[config.mk]
export PLATFORM = sky130hd
export DESIGN_NAME = mem_arbiter
export DESIGN_NICKNAME = d
export VERILOG_FILES = /design/src/rtl/lc3b_types.sv /design/src/rtl/arb_req_latch.sv /design/src/rtl/mem_arbiter.sv
export SDC_FILE = /design/constraint.sdc
export NUM_CORES = 1
export LEC_CHECK = 0
export ABC_AREA = 1
export BUFFER_PORTS_ARGS = -buffer_cell sky130_fd_sc_hd__buf_2
export CORE_ASPECT_RATIO = 1.4
export CORE_MARGIN = 3
export CORE_UTILIZATION = 30
export DETAILED_ROUTE_END_ITERATION = 8
export HOLD_SLACK_MARGIN = 0.08
export PLACE_DENSITY_LB_ADDON = 0.12
export SLEW_MARGIN = 30
export SYNTH_ARGS = -nofsm -noshare
export SYNTH_HDL_FRONTEND = slang
export SYNTH_HIERARCHICAL = 1
export SYNTH_SLANG_ARGS = --single-unit
[constraint.sdc]
create_clock -name clk -period 2 [get_ports clk]
set_input_delay 0.2 -clock clk [delete_from_list [all_inputs] [get_ports clk]]
set_output_delay 0.2 -clock clk [all_outputs]
set_load 0.01 [all_outputs]
[src/rtl/lc3b_types.sv]
// Shared LC-3b word and mask types plus arbiter port identifiers.
package lc3b_types;

  typedef logic [15:0] lc3b_word;
  typedef logic [1:0]  lc3b_mem_wmask;

  // Which client port owns (or last owned) the physical memory.
  typedef enum logic {
    PORT_A = 1'b0,
    PORT_B = 1'b1
  } arb_port_t;

  localparam lc3b_mem_wmask MASK_FULL = 2'b11;
  localparam lc3b_word      WORD_ZERO = 16'h0000;

endpackage

[src/rtl/arb_req_latch.sv]
// Holds the granted request (address, write data, byte mask, op) so the
// physical-memory side never looks at the live client ports.
module arb_req_latch
  import lc3b_types::*;
(
  input  logic          clk,
  input  logic          clr,
  input  logic          load,
  input  lc3b_word      address_in,
  input  lc3b_word      wdata_in,
  input  lc3b_mem_wmask mask_in,
  input  logic          write_in,
  output lc3b_word      address,
  output lc3b_word      wdata,
  output lc3b_mem_wmask mask,
  output logic          write
);

  // Capture on grant; clear is asynchronous so pmem outputs fall with reset.
  always_ff @(posedge clk or posedge clr) begin
    if (clr) begin
      address <= WORD_ZERO;
      wdata   <= WORD_ZERO;
      mask    <= 2'b00;
      write   <= 1'b0;
    end else if (load) begin
      address <= address_in;
      wdata   <= wdata_in;
      mask    <= mask_in;
      write   <= write_in;
    end
  end

endmodule

[src/rtl/mem_arbiter.sv]
// Two-port (instruction read / data read-write) to single physical memory
// arbiter. One transaction in flight; round-robin on simultaneous requests.
module mem_arbiter
  import lc3b_types::*;
(
  input  logic          clk,
  input  logic          rst,
  // port A: instruction fetch, read only
  input  logic          mem_read_a,
  input  lc3b_word      mem_address_a,
  output lc3b_word      mem_rdata_a,
  output logic          mem_resp_a,
  // port B: data, read/write
  input  logic          mem_read_b,
  input  logic          mem_write_b,
  input  lc3b_mem_wmask mem_byte_enable_b,
  input  lc3b_word      mem_address_b,
  input  lc3b_word      mem_wdata_b,
  output lc3b_word      mem_rdata_b,
  output logic          mem_resp_b,
  // physical memory
  output logic          pmem_read,
  output logic          pmem_write,
  output lc3b_word      pmem_address,
  output lc3b_word      pmem_wdata,
  output lc3b_mem_wmask pmem_byte_enable,
  input  lc3b_word      pmem_rdata,
  input  logic          pmem_resp
);

  typedef enum logic [1:0] {
    IDLE    = 2'd0,
    SERVE_A = 2'd1,
    SERVE_B = 2'd2,
    DONE    = 2'd3
  } state_t;

  state_t        state, state_next;
  arb_port_t     last_grant, last_grant_next;
  lc3b_word      rdata_capture;

  logic          req_a, req_b;
  logic          grant_a, grant_b;
  logic          serving;

  lc3b_word      sel_address, sel_wdata;
  lc3b_mem_wmask sel_mask;
  logic          sel_write;

  lc3b_word      lat_address, lat_wdata;
  lc3b_mem_wmask lat_mask;
  logic          lat_write;

  assign req_a   = mem_read_a;
  assign req_b   = mem_read_b | mem_write_b;
  assign serving = (state == SERVE_A) || (state == SERVE_B);

  // State register and round-robin history; reset abandons any transaction.
  always_ff @(posedge clk or posedge rst) begin
    if (rst) begin
      state      <= IDLE;
      last_grant <= PORT_B;
    end else begin
      state      <= state_next;
      last_grant <= last_grant_next;
    end
  end

  // Next-state and grant decision; only IDLE arbitrates, DONE never does.
  always_comb begin
    state_next      = state;
    last_grant_next = last_grant;
    grant_a         = 1'b0;
    grant_b         = 1'b0;
    case (state)
      IDLE: begin
        if (req_a && req_b) begin
          if (last_grant == PORT_B) grant_a = 1'b1;
          else                      grant_b = 1'b1;
        end else if (req_a) begin
          grant_a = 1'b1;
        end else if (req_b) begin
          grant_b = 1'b1;
        end
        if (grant_a) begin
          state_next      = SERVE_A;
          last_grant_next = PORT_A;
        end else if (grant_b) begin
          state_next      = SERVE_B;
          last_grant_next = PORT_B;
        end
      end
      SERVE_A, SERVE_B: begin
        if (pmem_resp) state_next = DONE;
      end
      DONE: begin
        state_next = IDLE;
      end
      default: begin
        state_next = IDLE;
      end
    endcase
  end

  // Select the winning port's fields; read+write together counts as write,
  // and reads always present a full mask.
  always_comb begin
    sel_address = mem_address_a;
    sel_wdata   = WORD_ZERO;
    sel_write   = 1'b0;
    sel_mask    = MASK_FULL;
    if (grant_b) begin
      sel_address = mem_address_b;
      sel_wdata   = mem_wdata_b;
      sel_write   = mem_write_b;
      sel_mask    = mem_write_b ? mem_byte_enable_b : MASK_FULL;
    end
  end

  arb_req_latch u_req_latch (
    .clk        (clk),
    .clr        (rst),
    .load       (grant_a | grant_b),
    .address_in (sel_address),
    .wdata_in   (sel_wdata),
    .mask_in    (sel_mask),
    .write_in   (sel_write),
    .address    (lat_address),
    .wdata      (lat_wdata),
    .mask       (lat_mask),
    .write      (lat_write)
  );

  // Capture returned data on the completing cycle of a serve.
  always_ff @(posedge clk or posedge rst) begin
    if (rst) begin
      rdata_capture <= WORD_ZERO;
    end else if (serving && pmem_resp) begin
      rdata_capture <= pmem_rdata;
    end
  end

  assign pmem_read        = serving & ~lat_write;
  assign pmem_write       = serving &  lat_write;
  assign pmem_address     = lat_address;
  assign pmem_wdata       = lat_wdata;
  assign pmem_byte_enable = lat_mask;

  // The port granted into this DONE is still recorded in last_grant.
  assign mem_resp_a  = (state == DONE) && (last_grant == PORT_A);
  assign mem_resp_b  = (state == DONE) && (last_grant == PORT_B);
  assign mem_rdata_a = mem_resp_a ? rdata_capture : WORD_ZERO;
  assign mem_rdata_b = mem_resp_b ? rdata_capture : WORD_ZERO;

endmodule

After elaboration in Yosys (flattened, before gate mapping)
Index checks and enable logic that the tools add are counted.

Bits in registers: 54. Latch bits: 0. RAM bits: 0. Bits in read-only memories: 0. Bits of input ports: 72. Logic and storage cells: 52. Memories kept: 0.

Add/sub/neg operators: 0. Multipliers: 0. Div/mod/pow operators: 0. Magnitude comparators: 0. Equal/unequal tests: 5. Shift-type cells: 0. Muxes and demuxes: 24. Bitwise gates (word level): 6. Reductions and logical operators: 10.

Operator list (number): 16-bit two-way mux (4); 1-bit two-way mux (14); 2-bit two-way mux (5); 2-bit one-hot mux with 3 select lines (1); 2-bit == test, second input constant (2); 1-bit logical AND (4); 2-bit AND reduction (2); 3-bit inequality test, second input constant (1); 1-bit AND (2); 2-bit by 1-bit == test with 1-bit output, second input constant (1); 2-bit zero test (1); 2-bit inequality test, second input constant (1); 1-bit NOT (2); 1-bit bitwise OR (2); 2-bit nonzero test (1); 2-bit OR reduction (1); 1-bit logical OR (1).

Logic depth before layout (Yosys ltp)
Gate-level depths: netlist of the first run.

Word-level depth: 8. Depth in mapped cells: 12. Mapped depth without buffers: 10.

Hierarchy
The synthesis of the first run kept the hierarchy.

By module, submodules not included: arb_req_latch (times used 1, cells each 149, area each 1386.3 um2); mem_arbiter (times used 1, cells each 237, area each 1385.1 um2).

Least setup slack after synthesis of the first run
Ideal clock, no wire load.

Kind: reg-to-reg. From: register state[0]. To: register u_req_latch.address[15]. Library setup time: 116 ps. Arrival time: 1401 ps. Slack: 482 ps. Stages on the path, launching flop included: 12. Buffers on the path: 2. Period minus slack after synthesis: 1518 ps. Cells stage by stage: dfrtp_1 > inv_1 > ha_1 > nand3_4 > inv_4 > nor2_1 > inv_1 > buf_6 > inv_8 > buf_12 > nand2_2 > nand2_1.

Word-level cells in the longest chain between the ends: 3. Elaborated cells between the ends (all ways): 5. Classes of those cells: mux (3); bitwise (1); reduce/logical (1).

Ends and longest elaborated chain: from (decl) (RTL line mem_arbiter.sv:38) `state_t state, state_next;`; from (signal assigned) (RTL line mem_arbiter.sv:64) `state <= state_next;`; 2-bit zero test (*) (RTL line mem_arbiter.sv:75) `case (state)`; 1-bit two-way mux (RTL line mem_arbiter.sv:75); 16-bit two-way mux / 1-bit bitwise OR (equally long branches) (RTL line mem_arbiter.sv:112, mem_arbiter.sv:123); to (signal assigned) (RTL line arb_req_latch.sv:27) `address <= address_in;`; to (decl) (RTL line arb_req_latch.sv:13) `output lc3b_word address,`.

Every way passes the cells marked *; elsewhere a longest branch is shown, timed or not. A chain may end at the register's enable or synchronous reset.

Final worst setup path of the first run
From: register state[0]. To: output port mem_rdata_b[2].

Word-level cells in the longest chain between the ends: 3.

Ends and longest elaborated chain: 2-bit == test (RTL line mem_arbiter.sv:151) `assign mem_resp_b = (state == DONE) && (last_grant == PORT_B);`; 1-bit logical AND (RTL line mem_arbiter.sv:151); 16-bit two-way mux (RTL line mem_arbiter.sv:153) `assign mem_rdata_b = mem_resp_b ? rdata_capture : WORD_ZERO;`; to (decl) (RTL line mem_arbiter.sv:19) `output lc3b_word mem_rdata_b,`.

No other way between the ends.

==> results of run 1 <==
-- area by class of cell --
class,instances,share of cell area [%]
clock buffer,7,3.87
clock inverter,1,0.136
inverter,49,5.26
multi-input combinational,267,29.7
sequential,54,36.7
tap,105,3.57
timing repair buffer,147,20.8
-- state kept, by name, indices dropped and copies added (netlist names) --
signal,count
u_req_latch/wdata,16
u_req_latch/mask,2
last_grant,1
state,2
u_req_latch/write,1
rdata_capture,16
u_req_latch/address,16
-- worst max path at each step --
| stage | slack, ns | depth (start not counted) | endpoint | startpoint |
|---|---|---|---|---|
| 2_1_floorplan | 0.48 | 11 | u_req_latch/address[15]$_DFFE_PP0P_ | state[0]$_DFFE_PP0P_ |
| 3_3_place_gp | 0.40 | 9 | u_req_latch/write$_DFFE_PP0P_ | state[0]$_DFFE_PP0P_ |
| 3_5_place_dp | 0.36 | 9 | u_req_latch/address[10]$_DFFE_PP0P_ | state[0]$_DFFE_PP0P_ |
| 4_1_cts | 0.19 | 4 | mem_rdata_a[3] | state[0]$_DFFE_PP0P_ |
| 5_1_grt | 0.11 | 4 | mem_resp_b | state[0]$_DFFE_PP0P_ |
| 6_report | 0.23 | 4 | mem_rdata_b[2] | state[0]$_DFFE_PP0P_ |
-- per-layer routing --
metal  vias up  track usage [%]  wire (um)
met5         -                0          0
met4         0             3.45         58
met1      1086             15.5       2870
met2       104             23.2       3310
met3         5             3.50        632
li1       1393                -          -
-- cells in the final DEF (no fill, tap or decap), drive strengths merged --
| cell | instances |
|---|---|
| ha | 2 |
| dlygate4sd3 | 1 |
| or2 | 2 |
| nand3 | 2 |
| inv | 49 |
| dfrtp | 53 |
| clkbuf | 7 |
| nor2 | 70 |
| nand2 | 173 |
| nand4 | 1 |
| o21ai | 1 |
| dfstp | 1 |
| clkinv | 1 |
| a21oi | 16 |
| buf | 146 |
-- tightest hold or removal path: cells and delay by family --
family / cells / cell delay [ns]
and+or+nand+nor: 1 / 0.03
AOI/OAI and AO/OA: 1 / 0.10
buffers and inverters: 1 / 0.07
-- power by group through the flow --
stage | clock network [mW] | logic, mW | registers (mW)
after global placement | 0 | 2.74 | 1.93
final | 0.860 | 2.71 | 1.90
after detailed placement | 0 | 2.78 | 1.92
after floorplan | 0 | 1.81 | 2.05
after global routing | 0.939 | 3.12 | 1.97
after CTS | 0.897 | 2.79 | 1.91
-- stage by stage --
stage                     util (%)  hold slack (ns)  setup WS [ns]  power, mW  cells
after floorplan                  -            0.150          0.482       3.86    386
after global placement        40.0            0.346          0.400       4.67    621
after detailed placement      40.0            0.347          0.357       4.70    621
after CTS                     41.8            0.165          0.195       5.60    630
after global routing          41.8            0.170          0.111       6.03    630
final                         41.8            0.167          0.234       5.46    630
-- kinds of logic after synthesis --
family / Yosys count / share of synthesized area [%]
compound gates: 17 / 3.07
flops: 54 / 48.8
fa+ha+maj: 2 / 0.903
buf+inv: 65 / 11.7
simple gates: 248 / 35.5
-- what timing repair did --
action | 4_1_cts | 5_1_grt
hold buffers | 1 | 0
hold endpoints to repair | 53 | 0
setup buffers | 0 | 0
==> impl_results.md, run 1 <==
* Status: finished, final reports clean
* Remaining DRCs at 0
* WS Path Type: flop to output port
* Synth top area cells: dfrtp_1, nand2_1, nor2_1
* Die Area at 0.0104 mm2
* Sink Count at 54
* Worst Clk Skew at between 0.007 and 0.008 ns
* Final net count at approximately 600
* Max FO, Critical Path at 17
* Worst hold path endpoint: rdata_capture[10]$_DFFE_PP0P_
* Gr usage total at approximately an eighth
* Clock Tree Root: clkbuf_16
* P_leak at 2.41 nW
* Antenna violations before repair at 0
* Mapped cell area at approximately 0.0028 mm2
* Final hold vios at 0
* Critical R2R Capture: u_req_latch/mask[0]$_DFFE_PP0P_
* Worst Tran Pin Value at approximately 0.73 ns
* Cell row count at 40
* Hold Path Class: primary input to flop
* Die Ht at 120 um
* Setup tns final at 0 ns
* Comb power frac at approximately half
* FF-to-FF path depth at 9
* Skew-Pair Late Insertion Delay at 0.29 ns
* R2R setup slack at 0.36 ns
* Sequential cell area at approximately 0.0014 mm2
* First-pass GRT wire length at 11200 um
* Ys async rst share at 100%
* Final HPWL DP at 5190 um
* Maximum clock path buffer count at 2
* Initial core utilization at about a third
* Synthesized Nets at 460
* Worst-path clk slew at about 0.060 ns
* Multi-input gate area in the final layout at 0.00109 mm2
* Yosys reg bits at 54
* Setup violations, final at 0
* Internal power at 3.12 mW
* Synth Warn # at 6
* Peak supply drop at about 0.00056 V
* Fin area at 0.00368 mm2
* Synth Area per Inst at around 7.2 um2
* DP Area at 0.00353 mm2
* RR Startpoint: state[0]$_DFFE_PP0P_
* Final wirelength at 6870 um
* Number of synthesized flops with an enable pin at 0
* Die width at a little under 90 um
* Buffers added on ports at 141
* H-tree levels at 2
* Global route total overflow at 0
* Min Tclk post-route at about 1.8 ns
* Crit. End Element: output port
* Area grow syn2layout at 33.0%
* Clock power frac at approximately 16%
* Distinct cells, synth at 21
* Post-DR vias/cell at around 4.1
* Post-Synthesis Cells at between 300 and 400
* Seq/Total Area, Yosys at 48.8%
* Synth area leader: dfrtp_1
* Fill cells at 960
* Max frequency at approximately 570 MHz
* Hold Crit Depth at 3
* Ys flop type: dfrtp_1
* Crit path max-delay cell type: nand2_1
* Sequential share of power at about a third
* Initial drt markers at 62
* Top cell types by occurrence after synthesis: nand2_1, nor2_1, dfrtp_1
* Number of top-level pins at 142
* Ant diodes at 0
* Largest net degree at the start of global routing at 36
* Vias after detailed routing at 2588
* Max transition margin at 51.2%
* Switching power at roughly 2.3 mW
* Min-delay src: pmem_rdata[10]
* Post-DR wirelength/cell at between 10 and 15 um
* Final Max Slew Viols at 0
* Period utilization at roughly 88%
* Req. time, crit path at roughly 1.8 ns
* Top-count cell post-synth: nand2_1
* Worst endpoint data arrival time at about 1.6 ns
* Crit path cell chain: ha_1 > nand2_1 > nor2_1 > buf_2
* Startpoint Class: flop
* Num CTS Buffers at 5
* Top-area cell type share of the netlist area at 47.9%
* Share of post-route cells with drive strength above 1 at between 30% and 40%
* WP buf/inv at 1
* Routability Congestion at around 0.73
* CP peak stage delay at between 0.4 and 0.5 ns
* Vias in the first global route at 2487
* Core area at slightly below 0.009 mm2
* Switch share at between 40% and 50%
* Drt first pass iters at 4
* ANT nets after route at 0
* Largest delay contributor family on the critical path: simple AND/OR/NAND/NOR gates
* Max-capacitance violation count at 0
* PwrDens at 1480 mW/mm2
* Post-CTS sizing at 0
* CTS tree: done
* RSZ-0062 raised after global routing: false
Power figures use the tool's default switching activity.
==> run 2: changes to the inputs <==
- CORE_UTILIZATION: 30 -> 33
- CTS_BUF_LIST: unset -> sky130_fd_sc_hd__clkbuf_4 sky130_fd_sc_hd__clkbuf_8
==> impl_results.md, run 2 (same netlist as run 1, synthesis figures left out) <==
* Die width at 83.5 um (was 87.2 um)
* Gr usage total at 14.9% (was 13.1%)
* Post-DR wirelength/cell at 10.7 um (was 10.9 um)
* Max-capacitance violation count at 0 (unchanged)
* Cell row count at 38 (was 40)
* Number of top-level pins at 142 (unchanged)
* FF-to-FF path depth at 9 (unchanged)
* Req. time, crit path at 1.80 ns (about the same)
* Vias after detailed routing at 2603 (was 2588)
* WS Path Type: flop to output port (unchanged)
* Top Registers: rdata_capture (16), u_req_latch/address (16), u_req_latch/wdata (16) (unchanged)
* Initial core utilization at 34.9% (was 31.5%)
* Num CTS Buffers at 5 (unchanged)
* Sink Count at 54 (unchanged)
* Setup tns final at 0 ns (unchanged)
* Max frequency at 595 MHz (was 566 MHz)
* Post-DR vias/cell at 4.16 (was 4.11)
* Commonest non-fill, non-tap cell in the layout: nand2_1 (unchanged)
* CTS tree: done (unchanged)
* Global route total overflow at 0 (unchanged)
* Buffers added on ports at 141 (unchanged)
* Share of post-route cells with drive strength above 1 at 33.5% (was 32.8%)
* Commonest non-fill, non-tap cells in the layout: nand2_1, buf_2, nor2_1, dfrtp_1, inv_1 (unchanged)
* PwrDens at 1440 mW/mm2 (was 1480 mW/mm2)
* CP peak stage delay at 0.42 ns (was 0.43 ns)
* Drt first pass iters at 4 (unchanged)
* Die Ht at 114 um (was 120 um)
* Area grow syn2layout at 31.0% (was 33.0%)
* Final wirelength at 6710 um (was 6870 um)
* Crit path cell chain: ha_1 > nand2_2 > nor2_1 > buf_2 (was ha_1 > nand2_1 > nor2_1 > buf_2)
* Worst Tran Pin Value at 0.715 ns (was 0.731 ns)
* Status: finished, final reports clean (unchanged)
* Vias in the first global route at 2547 (was 2487)
* Max transition margin at 52.3% (was 51.2%)
* Initial drt markers at 119 (was 62)
* Ant diodes at 0 (unchanged)
* Crit. End Element: output port (unchanged)
* Worst Clk Skew at 0.0109 ns (was 0.00734 ns)
* Period utilization at 84.0% (was 88.3%)
* Clock Tree Root: clkbuf_8 (was clkbuf_16)
* Antenna violations before repair at 0 (unchanged)
* ANT nets after route at 0 (unchanged)
* Worst endpoint data arrival time at 1.48 ns (was 1.57 ns)
* Final net count at 599 (was 598)
* Hold Crit Depth at 3 (unchanged)
* P_leak at 2.39 nW (was 2.41 nW)
* Fin area at 0.00363 mm2 (was 0.00368 mm2)
* Postcts setup bufs at 0 (unchanged)
* Min Tclk post-route at 1.68 ns (was 1.77 ns)
* Startpoint Class: flop (unchanged)
* Hold Path Class: primary input to flop (unchanged)
* Worst-path clk slew at 0.10 ns (was 0.06 ns)
* H-tree levels at 2 (unchanged)
* Final Max Slew Viols at 0 (unchanged)
* Setup violations, final at 0 (unchanged)
* Crit path max-delay cell type: dfrtp_1 (was nand2_1)
* Largest net degree at the start of global routing at 36 (unchanged)
* WP buf/inv at 1 (unchanged)
* Maximum clock path buffer count at 2 (unchanged)
* R2R setup slack at 0.37 ns (was 0.36 ns)
* Skew-Pair Late Insertion Delay at 0.31 ns (was 0.29 ns)
* Die Area at 0.00955 mm2 (was 0.0104 mm2)
* Routability Congestion at 0.772 (was 0.728)
* DP Area at 0.00352 mm2 (was 0.00353 mm2)
* Final hold vios at 0 (unchanged)
* Final HPWL DP at 5200 um (was 5190 um)
* Core area at 0.00794 mm2 (was 0.00881 mm2)
* RSZ-0062 raised after global routing: false (unchanged)
* Max FO, Critical Path at 17 (unchanged)
* First-pass GRT wire length at 11700 um (was 11200 um)
* Crit. path cell count at 4 (unchanged)
* Remaining DRCs at 0 (unchanged)
* Largest delay contributor family on the critical path: flip-flops (was simple AND/OR/NAND/NOR gates)
* Peak supply drop at 0.000713 V (was 0.000565 V)
[run 2: changes by cell type in the layout (fill, tap and decap cells not counted), sizes merged]
cell,change
clkbuf,-1
clkinvlp,+1
buf,+1
inv,+1
clkinv,-1
[run 2: final cells by class]
| type | count | area, um2 |
|---|---|---|
| Timing Repair Buffer | 148 | 761 |
| Tap cell | 100 | 125 |
| Fill cell | 841 | 4310 |
| Sequential cell | 54 | 1350 |
| Inverter | 49 | 194 |
| Clock inverter | 2 | 16.3 |
| Multi-Input combinational cell | 267 | 1100 |
| Clock buffer | 6 | 82.6 |
[run 2: worst paths after layout]
kind	startpoint	to
min in group asynchronous	rst	u_req_latch/wdata[2]$_DFFE_PP0P_
setup / recovery	state[0]$_DFFE_PP0P_	mem_rdata_b[13]
max in group asynchronous	rst	rdata_capture[4]$_DFFE_PP0P_
hold reg to reg	u_req_latch/address[14]$_DFFE_PP0P_	u_req_latch/address[14]$_DFFE_PP0P_
hold / removal	pmem_rdata[4]	rdata_capture[4]$_DFFE_PP0P_
setup reg to reg	state[0]$_DFFE_PP0P_	u_req_latch/wdata[15]$_DFFE_PP0P_
[run 2: repair_timing]
| action | 4_1_cts | 5_1_grt |
|---|---|---|
| endpoints found under the setup margin | 0 | 10 |
| endpoints found under the hold margin | 53 | 0 |
| hold buffers | 1 | 0 |
| gates resized for setup | 0 | 2 |
[run 2: tightest hold or removal path, stage by stage]
cell,delay [ns]
buf_2,0.08
nor2_1,0.03
a21oi_1,0.10
[run 2: stage by stage]
step	hold WS, ns	setup slack [ns]	instances	utilization (%)	total power, mW
after global routing	0.137	0.160	626	45.7	5.82
after detailed placement	0.335	0.387	617	44.3	4.69
final	0.136	0.320	626	45.7	5.24
after global placement	0.342	0.456	617	44.3	4.62
after CTS	0.125	0.106	626	45.7	5.36
after floorplan	0.150	0.482	386	-	3.86
[run 2: routing by layer]
| layer | vias to the layer above | track usage (%) | share of wire (%) |
|---|---|---|---|
| li1 | 1394 | - | - |
| met1 | 1104 | 18.7 | 41 |
| met2 | 99 | 25.4 | 49 |
| met3 | 6 | 3.67 | 8.9 |
| met4 | 0 | 4.51 | 1.3 |
| met5 | - | 0 | 0 |
[run 2: where the power goes]
part	total, mW	internal (mW)	switching (mW)	leakage, nW
registers	1.89	1.63	0.261	0.661
logic	2.70	0.976	1.73	1.68
clock network	0.641	0.285	0.356	0.0478
